==> src/rtl/storage_arbiter_pkg.sv <==
// Shared types and helpers for the matrix storage arbiter: channel index
// width and the read-return pipeline entry.
package storage_arbiter_pkg;

  // Widest channel tag the pipeline ever carries (N_CH is at most 8).
  localparam int MAX_CH_W = 3;

  // Channel index width: max(1, clog2(n)).
  function automatic int ch_w(input int n);
    return (n > 1) ? $clog2(n) : 1;
  endfunction

  typedef struct packed {
    logic                valid;
    logic [MAX_CH_W-1:0] ch;
  } rd_entry_t;

  localparam rd_entry_t RD_IDLE = '{valid: 1'b0, ch: '0};

endpackage

==> src/rtl/storage_arbiter_rr_pick.sv <==
// Combinational rotate-priority picker: the first requester found when
// searching upward from ptr (wrapping modulo N) wins.
module storage_arbiter_rr_pick #(
  parameter int N = 3,
  parameter int W = 2
) (
  input  logic [N-1:0] req,
  input  logic [W-1:0] ptr,
  output logic [N-1:0] gnt,
  output logic [W-1:0] idx,
  output logic         any
);

  logic [W-1:0] cand;

  // NOTE: every output of a combinational block gets a default before any
  // branch; a path that leaves one unassigned would infer a latch.
  always_comb begin
    gnt  = '0;
    idx  = '0;
    any  = 1'b0;
    cand = '0;
    for (int i = 0; i < N; i++) begin
      cand = W'((int'(ptr) + i) % N);
      if (!any && req[cand]) begin
        any       = 1'b1;
        gnt[cand] = 1'b1;
        idx       = cand;
      end
    end
  end

endmodule

==> src/rtl/storage_arbiter.sv <==
// N-channel request/grant arbiter in front of the single-port matrix storage,
// with burst locking and tagged read returns.
module storage_arbiter
  import storage_arbiter_pkg::*;
#(
  parameter int N_CH   = 3,
  parameter int ADDR_W = 8,
  parameter int DATA_W = 32,
  parameter int RD_LAT = 1,
  parameter int RR_EN  = 1
) (
  input  logic                     clk,
  input  logic                     rst,
  input  logic [N_CH-1:0]          i_req,
  input  logic [N_CH-1:0]          i_we,
  input  logic [N_CH-1:0]          i_lock,
  input  logic [N_CH*ADDR_W-1:0]   i_addr,
  input  logic [N_CH*DATA_W-1:0]   i_wdata,
  output logic [N_CH-1:0]          o_gnt,
  output logic [N_CH-1:0]          o_rvalid,
  output logic [DATA_W-1:0]        o_rdata,
  output logic                     o_mem_we,
  output logic [ADDR_W-1:0]        o_mem_addr,
  output logic [DATA_W-1:0]        o_mem_wdata,
  input  logic [DATA_W-1:0]        i_mem_rdata,
  output logic                     o_busy
);

  localparam int CH_W = ch_w(N_CH);

  logic [CH_W-1:0] ptr_q, ptr_d;
  logic            lock_vld_q, lock_vld_d;
  logic [CH_W-1:0] lock_ch_q, lock_ch_d;
  rd_entry_t       rd_pipe_q [RD_LAT];
  rd_entry_t       rd_push;
  rd_entry_t       rd_tail;
  logic            rd_inflight;

  logic            lock_hit;
  logic [CH_W-1:0] pick_ptr;
  logic [N_CH-1:0] pick_gnt;
  logic [CH_W-1:0] pick_idx;
  logic            pick_any;
  logic [N_CH-1:0] gnt;
  logic [CH_W-1:0] gnt_idx;
  logic            gnt_any;

  function automatic logic [CH_W-1:0] ch_inc(input logic [CH_W-1:0] c);
    return (int'(c) == N_CH - 1) ? '0 : c + CH_W'(1);
  endfunction

  // The lock only binds while its owner keeps requesting.
  assign lock_hit = lock_vld_q && i_req[lock_ch_q];
  assign pick_ptr = (RR_EN != 0) ? ptr_q : '0;

  storage_arbiter_rr_pick #(
    .N (N_CH),
    .W (CH_W)
  ) u_pick (
    .req (i_req),
    .ptr (pick_ptr),
    .gnt (pick_gnt),
    .idx (pick_idx),
    .any (pick_any)
  );

  // Requests seen while rst is high never reach the storage.
  always_comb begin
    gnt     = '0;
    gnt_idx = '0;
    gnt_any = 1'b0;
    if (!rst) begin
      if (lock_hit) begin
        gnt[lock_ch_q] = 1'b1;
        gnt_idx        = lock_ch_q;
        gnt_any        = 1'b1;
      end else begin
        gnt     = pick_gnt;
        gnt_idx = pick_idx;
        gnt_any = pick_any;
      end
    end
  end

  // A release (owner drops i_req or stops locking) moves ptr to owner+1,
  // even if another channel is granted in the same cycle.
  always_comb begin
    ptr_d      = ptr_q;
    lock_vld_d = lock_vld_q;
    lock_ch_d  = lock_ch_q;
    if (lock_hit) begin
      if (!i_lock[lock_ch_q]) begin
        lock_vld_d = 1'b0;
        ptr_d      = ch_inc(lock_ch_q);
      end
    end else begin
      if (lock_vld_q) begin
        lock_vld_d = 1'b0;
        ptr_d      = ch_inc(lock_ch_q);
      end
      if (gnt_any) begin
        if (i_lock[gnt_idx]) begin
          lock_vld_d = 1'b1;
          lock_ch_d  = gnt_idx;
        end else if (!lock_vld_q) begin
          ptr_d = ch_inc(gnt_idx);
        end
      end
    end
  end

  always_comb begin
    rd_push = RD_IDLE;
    if (gnt_any && !i_we[gnt_idx]) begin
      rd_push.valid = 1'b1;
      rd_push.ch    = MAX_CH_W'(gnt_idx);
    end
  end

  // NOTE: registers use non-blocking assignment so every flop samples the
  // pre-edge value; blocking here would collapse the read pipeline into one stage.
  always_ff @(posedge clk) begin
    if (rst) begin
      ptr_q      <= '0;
      lock_vld_q <= 1'b0;
      lock_ch_q  <= '0;
      // NOTE: the pipeline holds only tags, so it is cheap to reset, and it
      // must be: a stale valid bit would raise o_rvalid for a dropped read.
      for (int i = 0; i < RD_LAT; i++) rd_pipe_q[i] <= RD_IDLE;
    end else begin
      ptr_q      <= ptr_d;
      lock_vld_q <= lock_vld_d;
      lock_ch_q  <= lock_ch_d;
      rd_pipe_q[0] <= rd_push;
      for (int i = 1; i < RD_LAT; i++) rd_pipe_q[i] <= rd_pipe_q[i-1];
    end
  end

  assign rd_tail = rd_pipe_q[RD_LAT-1];

  always_comb begin
    rd_inflight = 1'b0;
    for (int i = 0; i < RD_LAT; i++) rd_inflight = rd_inflight | rd_pipe_q[i].valid;
  end

  always_comb begin
    o_rvalid = '0;
    for (int k = 0; k < N_CH; k++) begin
      o_rvalid[k] = !rst && rd_tail.valid && (int'(rd_tail.ch) == k);
    end
  end

  always_comb begin
    o_mem_we    = 1'b0;
    o_mem_addr  = '0;
    o_mem_wdata = '0;
    for (int k = 0; k < N_CH; k++) begin
      if (gnt[k]) begin
        o_mem_we    = i_we[k];
        o_mem_addr  = i_addr[k*ADDR_W +: ADDR_W];
        o_mem_wdata = i_wdata[k*DATA_W +: DATA_W];
      end
    end
  end

  assign o_gnt   = gnt;
  assign o_rdata = i_mem_rdata;
  assign o_busy  = !rst && (lock_vld_q || rd_inflight);

endmodule

==> config.mk <==
export PLATFORM = sky130hd
export DESIGN_NAME = storage_arbiter
export DESIGN_NICKNAME = d
export VERILOG_FILES = /design/src/rtl/storage_arbiter_pkg.sv /design/src/rtl/storage_arbiter_rr_pick.sv /design/src/rtl/storage_arbiter.sv
export SDC_FILE = /design/constraint.sdc
export NUM_CORES = 1
export LEC_CHECK = 0
export BUFFER_PORTS_ARGS = -buffer_cell sky130_fd_sc_hd__buf_4
export CORE_AREA = 2 2 94 96
export DETAILED_ROUTE_END_ITERATION = 6
export DIE_AREA = 0 0 96 98
export SYNTH_ARGS = -nofsm -noshare
export SYNTH_HDL_FRONTEND = slang
export SYNTH_HIERARCHICAL = 1
export SYNTH_SLANG_ARGS = --single-unit
export TNS_END_PERCENT = 10
==> constraint.sdc <==
create_clock -name clk -period 2.75 [get_ports clk]
set_input_delay 0.275 -clock clk [delete_from_list [all_inputs] [get_ports clk]]
set_output_delay 0.275 -clock clk [all_outputs]
set_load 0.02 [all_outputs]
# ---- After elaboration in Yosys (flattened, before gate mapping)
# Memory sizes are Yosys's and may differ from the RTL's.
# Cells that the tools add are included.
dict set report totals {
  ff_bits 5
  latchBits 0
  ram_bits 4
  romBits 0
  inputBits 163
  output_inout_bits 80
  elab_cells 113
  memories 1
}
# memory depth word_bits rd rd_clocked_by_memory_dff wr line
set memory_table {}
lappend memory_table {rd_pipe_q 1 4 1 0 1 storage_arbiter.sv:34} ;# rd_entry_t rd_pipe_q [RD_LAT];
dict set report op_classes {
  n_addsub 4
  mul 0
  div_mod_pow 3
  order_cmp 9
  eq_ne 5
  shift 0
  mux 64
  bitwise 3
  n_reduce_logical 21
}
# op n
set op_table {}
lappend op_table {{2-to-1 mux 32 bit} 3}
lappend op_table {{remainder unit 32 x 3 -> 32 bit, second input constant} 2}
lappend op_table {{remainder unit 3 x 3 -> 32 bit, second input constant} 1}
lappend op_table {{2-to-1 mux 1 bit} 27}
lappend op_table {{2-to-1 mux 2 bit} 13}
lappend op_table {{2-to-1 mux 8 bit} 3}
lappend op_table {{less-than comparator 2 x 3 -> 1 bit, second input constant} 5}
lappend op_table {{2-to-1 mux 3 bit} 5}
lappend op_table {{binary-select mux 1 bit (select 2 bit)} 7}
lappend op_table {{logical AND 1 bit} 13}
lappend op_table {{demux 1 bit (select 2 bit)} 4}
lappend op_table {{greater-or-equal comparator 2 x 1 -> 1 bit, second input constant} 4}
lappend op_table {{2-to-1 mux 4 bit} 2}
lappend op_table {{OR 3 bit} 2}
lappend op_table {{adder 2 x 1 -> 2 bit, second input constant} 2}
lappend op_table {{== test 2 bit, second input constant} 2}
lappend op_table {{logical NOT 1 bit} 4}
lappend op_table {{OR reduction 4 bit} 1}
lappend op_table {{adder 2 x 1 -> 3 bit, second input constant} 1}
lappend op_table {{adder 2 x 2 -> 3 bit, second input constant} 1}
lappend op_table {{== test 3 x 2 -> 1 bit, second input constant} 1}
lappend op_table {{== test 3 bit, second input constant} 1}
lappend op_table {{logical NOT 3 bit} 1}
lappend op_table {{AND reduction 3 bit} 1}
lappend op_table {{3 further kinds} 3}

# ---- Logic depth before layout (Yosys ltp)
dict set report logic_depth {
  word_depth 18
  ltp_mapped 14
  ltp_nobuf 12
}

# ---- By module
# The synthesis kept the hierarchy.
# mod instances cells_per_inst area_per_inst_um2 seq_area_each_um2
set by_module_without_submodules {}
lappend by_module_without_submodules {storage_arbiter 1 264 1674.1 160.2}
lappend by_module_without_submodules {storage_arbiter_rr_pick 1 53 347.8 0.0}

# ---- Least setup slack after synthesis
# Ideal clock, no wire load.
dict set report synth_timing {
  path_kind {register to output}
  startpoint {register ptr_q[1], in the netlist pick_ptr[1]}
  endpoint {output port o_mem_addr[0]}
  arrival_ns 2.703
  t_required_ns 2.475
  setup_slack_ns -0.228
  stages_incl_launch_ff 14
  cell_sequence {dfxtp_1 > inv_1 > ha_1 > buf_6 > mux2i_2 > or2_4 > a21boi_1 > o21ai_1 > a211o_1 > clkbuf_1 > inv_2 > clkbuf_1 > a221oi_1 > nor2_1}
}
dict set report synth_between {
  word_cells_on_any_way 42
}
# item line
set synth_rtl {}
lappend synth_rtl {{start: declaration} storage_arbiter.sv:31} ;# logic [CH_W-1:0] ptr_q, ptr_d;
lappend synth_rtl {{start signal: assignment} storage_arbiter.sv:131} ;# ptr_q <= ptr_d;
lappend synth_rtl {{adder 2 x 1 -> 3 bit / remainder unit 3 x 3 -> 32 bit (equally long branches)} storage_arbiter_rr_pick.sv:24} ;# cand = W'((int'(ptr) + i) % N);
lappend synth_rtl {{remainder unit 32 x 3 -> 32 bit (tied with other cells)} storage_arbiter_rr_pick.sv:24}
lappend synth_rtl {{less-than comparator 2 x 3 -> 1 bit (not written as such) (tied with other cells)} storage_arbiter_rr_pick.sv:27} ;# gnt[cand] = 1'b1;
lappend synth_rtl {{logical AND 1 bit (not written as such) (tied with other cells)} storage_arbiter_rr_pick.sv:27}
lappend synth_rtl {{2-to-1 mux 1 bit (not written as such) (tied with other cells)} storage_arbiter_rr_pick.sv:27}
lappend synth_rtl {{demux 1 bit (select 2 bit) (tied with other cells)} --}
lappend synth_rtl {{OR 3 bit (no line) / 2-to-1 mux 1 bit (equally long branches)} --}
lappend synth_rtl {{2-to-1 mux 3 bit / logical NOT 1 bit (equally long branches)} storage_arbiter_rr_pick.sv:25} ;# if (!any && req[cand]) begin
lappend synth_rtl {{OR 3 bit (no line) / logical AND 1 bit (equally long branches)} --}
lappend synth_rtl {{2-to-1 mux 3 bit (*)} storage_arbiter_rr_pick.sv:25}
lappend synth_rtl {{named net pick_gnt[2]} storage_arbiter.sv:41} ;# logic [N_CH-1:0] pick_gnt;
lappend synth_rtl {{2-to-1 mux 3 bit (*)} storage_arbiter.sv:73} ;# if (lock_hit) begin
lappend synth_rtl {{2-to-1 mux 3 bit (*)} storage_arbiter.sv:72} ;# if (!rst) begin
lappend synth_rtl {{named net o_gnt[2]} storage_arbiter.sv:19} ;# output logic [N_CH-1:0] o_gnt,
lappend synth_rtl {{2-to-1 mux 8 bit (*)} storage_arbiter.sv:158} ;# if (gnt[k]) begin
lappend synth_rtl {{end: declaration} storage_arbiter.sv:23} ;# output logic [ADDR_W-1:0] o_mem_addr,
# The timed path passes the listed nets; every way through them passes the cells marked *. The select of a mux whose other input is x is not followed.

# ---- Worst setup path after layout
dict set report layout_timing {
  startpoint {register ptr_q[1], in the netlist pick_ptr[1]}
  endpoint {output port o_mem_wdata[10]}
}
dict set report layout_between {
  word_cells_on_any_way 42
}
# item line
set layout_rtl {}
lappend layout_rtl {{adder 2 x 1 -> 3 bit / remainder unit 3 x 3 -> 32 bit (equally long branches)} storage_arbiter_rr_pick.sv:24}
lappend layout_rtl {{remainder unit 32 x 3 -> 32 bit (tied with other cells)} storage_arbiter_rr_pick.sv:24}
lappend layout_rtl {{less-than comparator 2 x 3 -> 1 bit (not written as such) (tied with other cells)} storage_arbiter_rr_pick.sv:27}
lappend layout_rtl {{logical AND 1 bit (not written as such) (tied with other cells)} storage_arbiter_rr_pick.sv:27}
lappend layout_rtl {{2-to-1 mux 1 bit (not written as such) (tied with other cells)} storage_arbiter_rr_pick.sv:27}
lappend layout_rtl {{demux 1 bit (select 2 bit) (tied with other cells)} --}
lappend layout_rtl {{OR 3 bit (no line) / 2-to-1 mux 1 bit (equally long branches)} --}
lappend layout_rtl {{2-to-1 mux 3 bit / logical NOT 1 bit (equally long branches)} storage_arbiter_rr_pick.sv:25}
lappend layout_rtl {{OR 3 bit (no line) / logical AND 1 bit (equally long branches)} --}
lappend layout_rtl {{2-to-1 mux 3 bit (*)} storage_arbiter_rr_pick.sv:25}
lappend layout_rtl {{named net pick_gnt[2]} storage_arbiter.sv:41}
lappend layout_rtl {{2-to-1 mux 3 bit (*)} storage_arbiter.sv:73}
lappend layout_rtl {{2-to-1 mux 3 bit (*)} storage_arbiter.sv:72}
lappend layout_rtl {{2-to-1 mux 32 bit (*)} storage_arbiter.sv:158}
lappend layout_rtl {{end: declaration} storage_arbiter.sv:24} ;# output logic [DATA_W-1:0] o_mem_wdata,
# Marked as above.

==> results.toml <==
[outcome]
status = "complete, but fails checks"
violations = "negative setup slack"

[clock_network]
cts_buffers = 3
cts_buffer_depth = 2
clock-root-buffer = "clkbuf_8"
insertion_delay_ps = 230
hold_buffers = 0
clk_pin_slew_ps = 40
cts_tree = "done"
cts_sinks = 8
htreeDepth = 1

[sta]
finalHoldViolations = 0
fin_crit_sh_pct = 106
whs_ps = 384
rsz0062_at_grt = "true"
tightestPinTransition_ps = 514
finalSetupViolCount = 41
final_max_slew_viol_count = 0
maxSlewHeadroom_pct = 65.4
min_period_ps = 2900
max_freq_mhz = 344
fin_skew_ps = 0.736
worst_slack_ps = -154

[drt]
wl_mm = 10.6
drt_iter0_markers = 147
drc = 0
via_per_inst = 5.17
first_pass_iters = 5
ant_nets = 0
wl_per_cell_um = 18.0
num_vias = 3047

[place]
place_inst = 568
dp_slack_ps = -81.4
gp_congestion = 0.985
portBuffers = 178
place_hpwl_mm = 7.81

[worst_setup_path]
timing_worst_setup_path_type = "flip-flop to primary output"
r2r_slack_ps = 30
critPathTopFamily = "compound AO/OA/AOI/OAI gates"
arrival_ps = 2630
worstPathMaxFanout = 4
path_buf_inv = 6
r2r_start = "pick_ptr[1]$_SDFFE_PP0P_"
critical-path-max-stage-delay_ps = 350
worst_setup_path_end_kind = "primary output"
start_kind = "flip-flop"
cp_slowest_cell = "dfxtp_4"
crit_required_ps = 2480
rr_endpoint = "pick_ptr[1]$_SDFFE_PP0P_"
crit_chain = "buf_12 -> ha_4 -> buf_6 -> nand2_1 -> o211ai_1 -> a21boi_4 -> o21ai_2 -> a211o_1 -> clkinv_4 -> buf_12 -> clkbuf_16 -> a221oi_4 -> nor2_2 -> buf_6"
reg2regPathDepth = 12

[synthesis]
synth_top_cell_by_area = "nor2_1"
ys_seq_elements = 8
ys_seq_area_share_pct = 7.92
synth_area_per_cell_um2 = 6.38
async_flop_share_pct = 0
yosysUniqueCellTypes = 48
ys_warn_count = 6
ys.flop_type = "dfxtp_1"
synth_top_area_share_pct = 18.0
synth-edff-count = 0
synth.area.top_cells = "nor2_1 (18%), a221oi_1 (18%), buf_4 (12%)"
syn-cell-area_um2 = 2020
synth_cells = 317
synth_nets = 484

[final_layout]
syn_to_final_growth_pct = 120
antenna-diode-count = 0
final_common_cell = "buf_4"
fillers = 824
fin_nets = 650
layout_common_cells = "buf_4 (180), nor2_2 (58), nor2_1 (33), buf_6 (24)"
post-route-util_pct = 52.5
drive_gt1_share_pct = 73.6
fin_cells = 589

[hold_path]
hp-start = "i_lock[2]"
holdPathStages = 3
whs_endpoint = "lock_ch_q[1]$_SDFFE_PP0P_"
hp-class = "primary input to flip-flop"

[pwr]
peakVddDrop_uv = 316
seqPwrFrac_pct = 5.6
switchingPower_w = 0.00171
p_leak_nw = 1.92
internal_power_w = 0.00180
fin_total_pwr_w = 0.00352
swShare_pct = 48.7
combPwrFrac_pct = 90.3
p_clk_share_pct = 4.1
pwr_density_cell_nw_per_um2 = 790

[grt]
antenna_found_initial = 0
grt_pass1_vias = 2963
grt_max_degree = 27
grt_pass1_wl_mm = 15.5
overflow = 0
grt_use_total_pct = 20.8

[die]
floorplan.initialDensity_pct = 23.9
dieHeight_um = 98
die_area_um2 = 9410
die_w_um = 96
rows = 34
io_pins = 243
fp.coreArea_um2 = 8470

[run]
maxCapViolCount = 0
[state kept, by name (all words and copies together) (netlist names)]
register    cells
pick_ptr        2
lock_ch_q       2
rd_pipe_q       3
lock_vld_q      1
[how the worst max path moves through the flow]
| stage | startpoint | to | slack, ps | cells after the start |
|---|---|---|---|---|
| after floorplan | pick_ptr[1]$_SDFFE_PP0P_ | o_mem_addr[3] | -50 | 13 |
| after global placement | pick_ptr[0]$_SDFFE_PP0P_ | o_mem_wdata[2] | -5 | 12 |
| after detailed placement | pick_ptr[0]$_SDFFE_PP0P_ | o_mem_wdata[16] | -80 | 12 |
| after CTS | pick_ptr[1]$_SDFFE_PP0P_ | o_mem_wdata[18] | -130 | 13 |
| after global routing | pick_ptr[1]$_SDFFE_PP0P_ | o_mem_addr[7] | -230 | 12 |
| final | pick_ptr[1]$_SDFFE_PP0P_ | o_mem_wdata[10] | -150 | 14 |
[Yosys cell counts (6+ instances only)]
cell type / count
nor2_1: 97
a221oi_1: 41
buf_4: 33
nand2_1: 20
clkbuf_1: 15
a21oi_1: 11
inv_1: 9
dfxtp_1: 8
mux2i_1: 6
nand2b_1: 6
[power groups by stage]
stage / clock, W / sequential, W / combinational [W]
6_report: 0.000144 / 0.000196 / 0.00318
5_1_grt: 0.000150 / 0.000199 / 0.00335
4_1_cts: 0.000147 / 0.000193 / 0.00295
3_5_place_dp: 0 / 0.000188 / 0.00240
3_3_place_gp: 0 / 0.000187 / 0.00238
2_1_floorplan: 0 / 0.000171 / 0.00152
[tightest hold or removal path, cell delays in order]
cell     delay (ps)
buf_4           120
nand4_1          80
o32ai_1          80
[repair_timing]
action	4_1_cts	5_1_grt
resized for setup	83	73
gates cloned	4	1
setup buffers	8	8
pin swaps	14	37
setup endpoints to repair	45	46
[through the flow]
step / cell area (um2) / TNS [ps]
4_1_cts: 4130 / -3260
3_5_place_dp: 3440 / -507
2_1_floorplan: 2110 / -412
3_3_place_gp: 3440 / -5.23
5_1_grt: 4450 / -8560
6_report: 4450 / -4360
[area by class of cell]
class	instances	area, um2	area share [%]
Clock buffer	3	41.3	0.928
Multi-Input combinational cell	242	2150	48.4
Sequential cell	8	168	3.77
Timing Repair Buffer	218	1900	42.8
Inverter	10	45.0	1.01
Tap cell	108	135	3.04
[cell families after synthesis]
group                    synth area share (%)
AO/OA/AOI/OAI                            33.0
adder cells (fa/ha/maj)                  2.48
buffers and inverters                    20.0
flip-flops                               7.92
multiplexers                             3.65
AND/OR/NAND/NOR                          32.9
[routing by layer]
metal | vias to the layer above | share of wire, % | GRT usage (%)
li1 | 1445 | - | -
met1 | 1426 | 40 | 26.3
met4 | 0 | 1.4 | 1.98
met3 | 19 | 6.9 | 4.78
met5 | - | 0 | 0
met2 | 157 | 52 | 36.8
No activity file was read; power rests on OpenSTA's default activity.
